**src/rtl/jk_drive_seq_if.sv**
```systemverilog
// Command handshake between a command producer and the JK drive sequencer.
interface jk_drive_seq_if;
  logic       op_valid;
  logic [1:0] op_code;
  logic       op_ready;

  modport master (
    output op_valid,
    output op_code,
    input  op_ready
  );

  modport slave (
    input  op_valid,
    input  op_code,
    output op_ready
  );
endinterface

```
**src/rtl/jk_drive_seq.sv**
```systemverilog
// JK drive sequencer: queues {J,K} commands in a small FIFO, drives each one
// onto j/k for HOLD_CYC cycles followed by GAP_CYC idle cycles, and keeps a
// registered model of the downstream JK flip-flop output.
module jk_drive_seq #(
  parameter int DEPTH    = 4,
  parameter int HOLD_CYC = 1,
  parameter int GAP_CYC  = 1
) (
  input  logic                   clk,
  input  logic                   rst,
  jk_drive_seq_if.slave          op,
  output logic                   j,
  output logic                   k,
  output logic                   q_exp,
  output logic                   busy,
  output logic [$clog2(DEPTH):0] fifo_count
);

  localparam int PW = $clog2(DEPTH);
  localparam int CW = PW + 1;
  localparam logic [CW-1:0] FULL_COUNT = CW'(DEPTH);
  localparam logic [3:0]    HOLD_LOAD  = 4'(HOLD_CYC - 1);
  localparam bit            HAS_GAP    = (GAP_CYC > 0);
  localparam logic [3:0]    GAP_LOAD   = HAS_GAP ? 4'(GAP_CYC - 1) : 4'd0;

  typedef enum logic [1:0] {
    IDLE  = 2'd0,
    DRIVE = 2'd1,
    GAP   = 2'd2
  } state_t;

  state_t        state;
  state_t        state_next;
  logic [1:0]    mem [DEPTH];
  logic [PW-1:0] rd_ptr;
  logic [PW-1:0] wr_ptr;
  logic [3:0]    cnt;
  logic [3:0]    cnt_next;
  logic          j_next;
  logic          k_next;
  logic          push;
  logic          pop;

  // Ready only looks at registered occupancy, so a full FIFO never accepts
  // even when the sequencer pops in the same cycle.
  assign op.op_ready = (fifo_count < FULL_COUNT) && !rst;
  assign push        = op.op_valid && op.op_ready;
  assign pop         = (state == IDLE) && (fifo_count != '0);
  assign busy        = (state != IDLE) || (fifo_count != '0);

  // FIFO pointers and occupancy; pointers wrap naturally at DEPTH.
  always_ff @(posedge clk) begin
    if (rst) begin
      rd_ptr     <= '0;
      wr_ptr     <= '0;
      fifo_count <= '0;
    end else begin
      if (push) wr_ptr <= wr_ptr + PW'(1);
      if (pop)  rd_ptr <= rd_ptr + PW'(1);
      case ({push, pop})
        2'b10:   fifo_count <= fifo_count + CW'(1);
        2'b01:   fifo_count <= fifo_count - CW'(1);
        default: fifo_count <= fifo_count;
      endcase
    end
  end

  // FIFO storage; contents are don't-care once the pointers are cleared.
  always_ff @(posedge clk) begin
    if (push) mem[wr_ptr] <= op.op_code;
  end

  // Next state, next j/k and the shared hold/gap down-counter.
  always_comb begin
    state_next = state;
    cnt_next   = cnt;
    j_next     = j;
    k_next     = k;
    case (state)
      IDLE: begin
        if (pop) begin
          {j_next, k_next} = mem[rd_ptr];
          cnt_next         = HOLD_LOAD;
          state_next       = DRIVE;
        end
      end
      DRIVE: begin
        if (cnt == 4'd0) begin
          j_next = 1'b0;
          k_next = 1'b0;
          if (HAS_GAP) begin
            state_next = GAP;
            cnt_next   = GAP_LOAD;
          end else begin
            state_next = IDLE;
          end
        end else begin
          cnt_next = cnt - 4'd1;
        end
      end
      GAP: begin
        if (cnt == 4'd0) begin
          state_next = IDLE;
        end else begin
          cnt_next = cnt - 4'd1;
        end
      end
      default: begin
        state_next = IDLE;
        j_next     = 1'b0;
        k_next     = 1'b0;
      end
    endcase
  end

  // Sequencer registers; reset abandons any command in flight.
  always_ff @(posedge clk) begin
    if (rst) begin
      state <= IDLE;
      cnt   <= 4'd0;
      j     <= 1'b0;
      k     <= 1'b0;
    end else begin
      state <= state_next;
      cnt   <= cnt_next;
      j     <= j_next;
      k     <= k_next;
    end
  end

  // Downstream flip-flop model, driven by the j/k currently on the wires.
  always_ff @(posedge clk) begin
    if (rst) begin
      q_exp <= 1'b0;
    end else begin
      case ({j, k})
        2'b01:   q_exp <= 1'b0;
        2'b10:   q_exp <= 1'b1;
        2'b11:   q_exp <= ~q_exp;
        default: q_exp <= q_exp;
      endcase
    end
  end

endmodule
```
**src/flat_wrapper.sv**
```systemverilog
// flat-port wrapper written by rule: the top's interface ports become plain ports
module jk_drive_seq_flat 
#(
  parameter int DEPTH    = 4,
  parameter int HOLD_CYC = 1,
  parameter int GAP_CYC  = 1
)
  (clk, rst, j, k, q_exp, busy, fifo_count, op_op_valid, op_op_code, op_op_ready);
  jk_drive_seq_if op_i ();
  input  logic clk;
  input  logic rst;
  output logic j;
  output logic k;
  output logic q_exp;
  output logic busy;
  output logic [$clog2(DEPTH):0] fifo_count;
  input wire logic [$bits(op_i.op_valid)-1:0] op_op_valid;
  input wire logic [$bits(op_i.op_code)-1:0] op_op_code;
  output wire logic [$bits(op_i.op_ready)-1:0] op_op_ready;
  assign op_i.op_valid = op_op_valid;
  assign op_i.op_code = op_op_code;
  assign op_op_ready = op_i.op_ready;
  jk_drive_seq #(.DEPTH(DEPTH), .HOLD_CYC(HOLD_CYC), .GAP_CYC(GAP_CYC)) u_core (.clk(clk), .rst(rst), .op(op_i), .j(j), .k(k), .q_exp(q_exp), .busy(busy), .fifo_count(fifo_count));
endmodule
```
**config.mk**
```make
export PLATFORM = sky130hd
export DESIGN_NAME = jk_drive_seq_flat
export DESIGN_NICKNAME = d
export VERILOG_FILES = /design/src/rtl/jk_drive_seq_if.sv /design/src/rtl/jk_drive_seq.sv /design/src/flat_wrapper.sv
export SDC_FILE = /design/constraint.sdc
export NUM_CORES = 1
export LEC_CHECK = 0
export ABC_AREA = 1
export CORE_MARGIN = 1
export CORE_UTILIZATION = 55
export DETAILED_ROUTE_END_ITERATION = 8
export PLACE_DENSITY = 0.88
export SYNTH_ARGS = -nofsm -noshare
export SYNTH_HDL_FRONTEND = slang
export SYNTH_SLANG_ARGS = --single-unit
```
**constraint.sdc**
```tcl
create_clock -name clk -period 2.4 [get_ports clk]
set_input_delay 0.24 -clock clk [delete_from_list [all_inputs] [get_ports clk]]
set_output_delay 0.24 -clock clk [all_outputs]
set_load 0.01 [all_outputs]
```
# Word level (Yosys, flattened, before mapping)
# Memory sizes are Yosys's and may differ from the RTL's. A register that Yosys moved wholly into a read port is not among the register bits.
# Index checks and enable logic that the tools add are counted.
[totals]
register_bits = 16
ram_bits = 8
in_bits = 5
output_inout_bits = 8
mem_count = 1
[classes]
addsub = 5
magnitude_cmp = 1
n_eq_ne = 11
muxes = 19
n_bitwise = 2
n_reduce_logical = 15
[mem_list]
columns = ["memory", "depth", "word_bits", "read_ports", "rd_clocked_by_memory_dff", "write_ports", "line_no", "text"]
rows = [
  ["u_core.mem", 4, 2, 1, 1, 1, "jk_drive_seq.sv:34", "logic [1:0] mem [DEPTH];"],
]
[ops]
columns = ["op", "count"]
rows = [
  ["$mux 4", 3],
  ["$pmux 4 s3", 1],
  ["$mux 2", 5],
  ["$pmux 1 s3", 3],
  ["$reduce_and 3->1", 3],
  ["$reduce_bool 3->1", 3],
  ["$eq 2x2->1 const B", 4],
  ["$eq 2x1->1 const B", 3],
  ["$ne 2x1->1 const B", 3],
  ["$pmux 2 s3", 1],
  ["$pmux 3 s2", 1],
  ["$mux 1", 5],
  ["$add 2x1->2 const B", 2],
  ["$logic_not 4->1", 1],
  ["$reduce_bool 2->1", 2],
  ["$sub 4x1->4 const B", 1],
  ["$add 3x1->3 const B", 1],
  ["$logic_and 1x1->1", 3],
  ["$lt 3x3->1 const B", 1],
  ["$sub 3x1->3 const B", 1],
  ["$logic_not 2->1", 1],
  ["$ne 2x2->1 const B", 1],
  ["$not 1->1", 2],
  ["$logic_not 1->1", 1],
  ["$logic_or 1x1->1", 1],
]

# Depth between registers and ports, before layout
[depth]
ltp_word = 5
ltp_mapped = 11
ltp_nobuf = 11

# Worst setup path after synthesis
# Ideal clock, no wire load.
[synth_timing]
path_kind = "register -> register"
start = "reg u_core.state[0]"
end = "reg u_core.fifo_count[2]"
setup_time_ns = 0.114
t_arrival_ns = 1.844
required_time_ns = 2.286
slack_ns = 0.442
path_stages_with_launch = 12
n_path_buf = 0
synth_period_minus_slack_ns = 1.958
path_cell_list = "dfxtp_1 > inv_1 > ha_1 > a21boi_4 > ha_1 > inv_1 > fa_1 > inv_1 > a21oi_1 > o21ai_0 > xor2_1 > nor2_1"
[synth_between]
elab_chain_len = 4
[synth_lines]
columns = ["item", "line_no", "text"]
rows = [
  ["start, declared", "jk_drive_seq.sv:32", "state_t state;"],
  ["start signal, assigned", "jk_drive_seq.sv:124", "state <= state_next;"],
  ["$logic_not 2->1 (*)", "jk_drive_seq.sv:48", "assign pop = (state == IDLE) && (fifo_count != '0);"],
  ["$logic_and 1x1->1 (*)", "jk_drive_seq.sv:48", ""],
  ["named net u_core.pop", "jk_drive_seq.sv:42", "logic pop;"],
  ["$eq 2x1->1 / $eq 2x2->1 (equally long branches)", "jk_drive_seq.sv:60", "case ({push, pop})"],
  ["$pmux 3 s2 / $reduce_bool 2->1 (equally long branches)", "-", ""],
  ["end signal, assigned", "jk_drive_seq.sv:61", "2'b10: fifo_count <= fifo_count + CW'(1);"],
  ["end signal, assigned", "jk_drive_seq.sv:62", "2'b01: fifo_count <= fifo_count - CW'(1);"],
  ["end signal, assigned", "jk_drive_seq.sv:63", "default: fifo_count <= fifo_count;"],
  ["end, declared", "jk_drive_seq.sv:16", "output logic [$clog2(DEPTH):0] fifo_count"],
]
# The timed path passes the listed nets; every way through them passes the cells marked *.
# A chain may end at the register's enable or synchronous reset.

# Worst setup path in the final report
# Ends and elaborated chain as after synthesis.

==> flow_summary.ini <==
[timing]
finalCritPeriodShare_pct = 91.64
rsz0062_at_grt = no
hold_ws_ns = 0.4641
setup_slack_ns = 0.2005
period_needed_ns = 2.199
setup_violations = 0
skew_ns = 0.01418
hold_viol_final = 0
worst_pin_slew_ns = 0.3357
setup_tns_ns = 0
fmax_mhz = 454.7
slew_headroom_pct = 77.59
slew_violations = 0

[yosys]
synth.distinct_cells = 22
synthXorXnorAreaFrac_pct = 0.6458
syn_area_per_cell_um2 = 8.321
synthMuxAreaShare_pct = 0
synthesis.area_um2 = 1356
synth.net_count = 181
ys_ff_latch = 26
synth.area.top_cells = dfxtp_1 (27%), edfxtp_1 (18%), ha_1 (11%), inv_1 (7.7%), nand2_1 (7.5%)
yosysSeqAreaShare_pct = 44.28
synth_compound_area_share_pct = 10.61
synth_top_area_share_pct = 26.57
yosys_warnings = 0
synth_top_family_by_area = simple AND/OR/NAND/NOR gates
synth_top_area_cell = dfxtp_1
yosys.area_share.simple_pct = 23.25
syn-instance-count = 163
synth_fa_ha_area_share_pct = 12.55

[power_and_ir_drop]
p_comb_share_pct = 52.0
pwr-share-clk_pct = 15.0
seqPwrFrac_pct = 32.9
peakVddDrop_uv = 1030
p_total_mw = 2.010
p_sw_share_pct = 42.56
power_leakage_nw = 0.6777
power.switching_mw = 0.8554
cellPowerDensity_nw_per_um2 = 1283
internal-power_mw = 1.155

[cts]
cts-htree-levels = 1
ctsHoldBuffers = 0
cts_tree = done
cts_setup_buffers = 0
clk_pin_slew_worst_paths_ns = 0.15
cts.sinks = 26
clockBufferDepth = 2
cts_resized = 0
root_buffer = clkbuf_4
numCtsBuffers = 3
clk_latency_ns = 0.33

[critical_path]
critPathArrivalTime_ns = 2.44
reg2reg_depth = 11
critPathMaxStageDelay_ns = 0.37
path_max_fanout = 7
crit_top_cell = inv_1
startpoint = u_core.state[0]$_SDFFE_PP0P_
crit_chain = inv_1 > ha_1 > a21boi_4 > ha_1 > inv_1 > fa_1 > inv_1 > a21oi_1 > o21ai_0 > xor2_1 > nor2_1
critPathBufInv = 3
cp-start-kind = flop
crit_family = adder cells
reg2reg_to = u_core.fifo_count[2]$_SDFFE_PP0P_
slowest_stage = dfxtp_1
end_kind = flop
required_ns = 2.64
setup.worst_path.end = u_core.fifo_count[2]$_SDFFE_PP0P_
critical_path_class = reg2reg
cp.depth = 11
reg2reg_slack_ns = 0.20
worstReg2RegStart = u_core.state[0]$_SDFFE_PP0P_

[detailed_routing]
wl_met3_um = 165
top_layer_used = met4
post_drt_wl_per_cell_um = 12.14
ant_nets = 0
drt_pass1_iterations = 4
drtIter0Drc = 39
wl_mm = 2.512
route.detailed.drc = 0
wl_met1_um = 977
viasPerCell = 5.261
routed-wl-met2_mm = 1.320
vias = 1089

[global_routing]
overflow = 0
antenna_found_initial = 0
grt_pass1_wl_mm = 4.305
grt_start_max_net_pins = 16
grtUsageTotal_pct = 22.08
first_global_vias = 1036

[flow_run]
max_cap_violations = 0

[floorplan]
die_w_um = 51.66
dieArea_um2 = 2669
io_pins = 13
core_area_um2 = 2276
start_util_pct = 59.59
dieHeight_um = 51.66
rows = 17

[placement]
placedCellCount = 203
place_congestion = 0.8616
post-place-ws_ns = 0.2181
place_area_um2 = 1514
io_buffers = 12
hpwlAfterDp_mm = 1.849

[outcome]
status = finished, final reports clean

[final_layout]
layout.nets = 198
final_util_pct = 68.83
stdcell_count = 207
nFillCells = 164
drive_gt1_share_pct = 10.06
areaGrowthSynthToFinish_pct = 15.50
layout.cell_area.non_filler_um2 = 1567
n_antenna_cell = 0

[worst_hold_path]
hp-class = reg2reg
## synthesized netlist by cell type (all sizes together)
cell type / number
ha: 12
nand3: 8
dfxtp: 18
edfxtp: 8
clkbuf: 1
inv: 30
fa: 1
nor2: 24
nand2: 32
o21ai: 12
a21oi: 13
a21boi: 1
nand4: 2
xor2: 1
## registers in the layout (all words and copies together) (netlist names), named ones only
name / cells
u_core.cnt: 4
u_core.fifo_count: 3
u_core.j: 1
u_core.k: 1
u_core.mem: 8
u_core.q_exp: 1
u_core.rd_ptr: 2
u_core.state: 2
u_core.wr_ptr: 2
## power groups by stage
stage          registers, mW  logic, mW  clock network (mW)
2_1_floorplan          0.659      0.745                   0
3_3_place_gp           0.661      0.968                   0
3_5_place_dp           0.669       1.02                   0
4_1_cts                0.661       1.04               0.301
5_1_grt                0.677       1.18               0.326
6_report               0.662       1.05               0.302
## cells in the final DEF (no fill, tap or decap), types with 3 or more instances in the layout
| cell type | Yosys | routed |
|---|---|---|
| nand3_1 | 6 | 6 |
| nand2_2 | 4 | 4 |
| nor2_1 | 21 | 21 |
| o21ai_0 | 10 | 10 |
| a21oi_1 | 13 | 13 |
| inv_1 | 28 | 28 |
| clkdlybuf4s50_1 | 0 | 12 |
| ha_1 | 12 | 12 |
| edfxtp_1 | 8 | 8 |
| dfxtp_1 | 18 | 18 |
| nand2_1 | 27 | 27 |
| clkbuf_4 | 0 | 3 |
## kinds of logic (layout without fill, tap and decap cells)
logic type | after synthesis | count (layout)
DFF | 26 | 26
adders and majority gates | 13 | 13
buffers and inverters | 31 | 47
xor gates and xnor gates | 1 | 1
AOI/OAI and AO/OA | 26 | 26
and+or+nand+nor | 66 | 66
## per-layer routing
metal  up-vias  global-route usage [%]
met3        10                   4.386
li1        543                       -
met4         0                   9.459
met5         -                       0
met2        48                   39.83
met1       488                   25.05
## worst min-delay path by stage
| stage | slack, ns | depth (start not counted) | end | startpoint |
|---|---|---|---|---|
| 3_5_place_dp | 0.44 | 1 | u_core.q_exp$_SDFFE_PP0P_ | u_core.q_exp$_SDFFE_PP0P_ |
| 5_1_grt | 0.49 | 1 | u_core.q_exp$_SDFFE_PP0P_ | u_core.q_exp$_SDFFE_PP0P_ |
| 2_1_floorplan | 0.31 | 1 | u_core.j$_SDFFE_PP0P_ | rst |
| 3_3_place_gp | 0.43 | 1 | u_core.q_exp$_SDFFE_PP0P_ | u_core.q_exp$_SDFFE_PP0P_ |
| 6_report | 0.46 | 1 | u_core.q_exp$_SDFFE_PP0P_ | u_core.q_exp$_SDFFE_PP0P_ |
| 4_1_cts | 0.46 | 1 | u_core.q_exp$_SDFFE_PP0P_ | u_core.q_exp$_SDFFE_PP0P_ |
## cell type report
| class | count | area (um2) | area share, % |
|---|---|---|---|
| Inverter | 30 | 112.6 | 7.189 |
| Multi-Input combinational cell | 106 | 638.1 | 40.73 |
| Sequential cell | 26 | 600.6 | 38.34 |
| Timing Repair Buffer | 13 | 127.6 | 8.147 |
| Clock inverter | 1 | 30.03 | 1.917 |
| Tap cell | 28 | 35.03 | 2.236 |
| Clock buffer | 3 | 22.52 | 1.438 |
(Power assumes the default switching activity.)
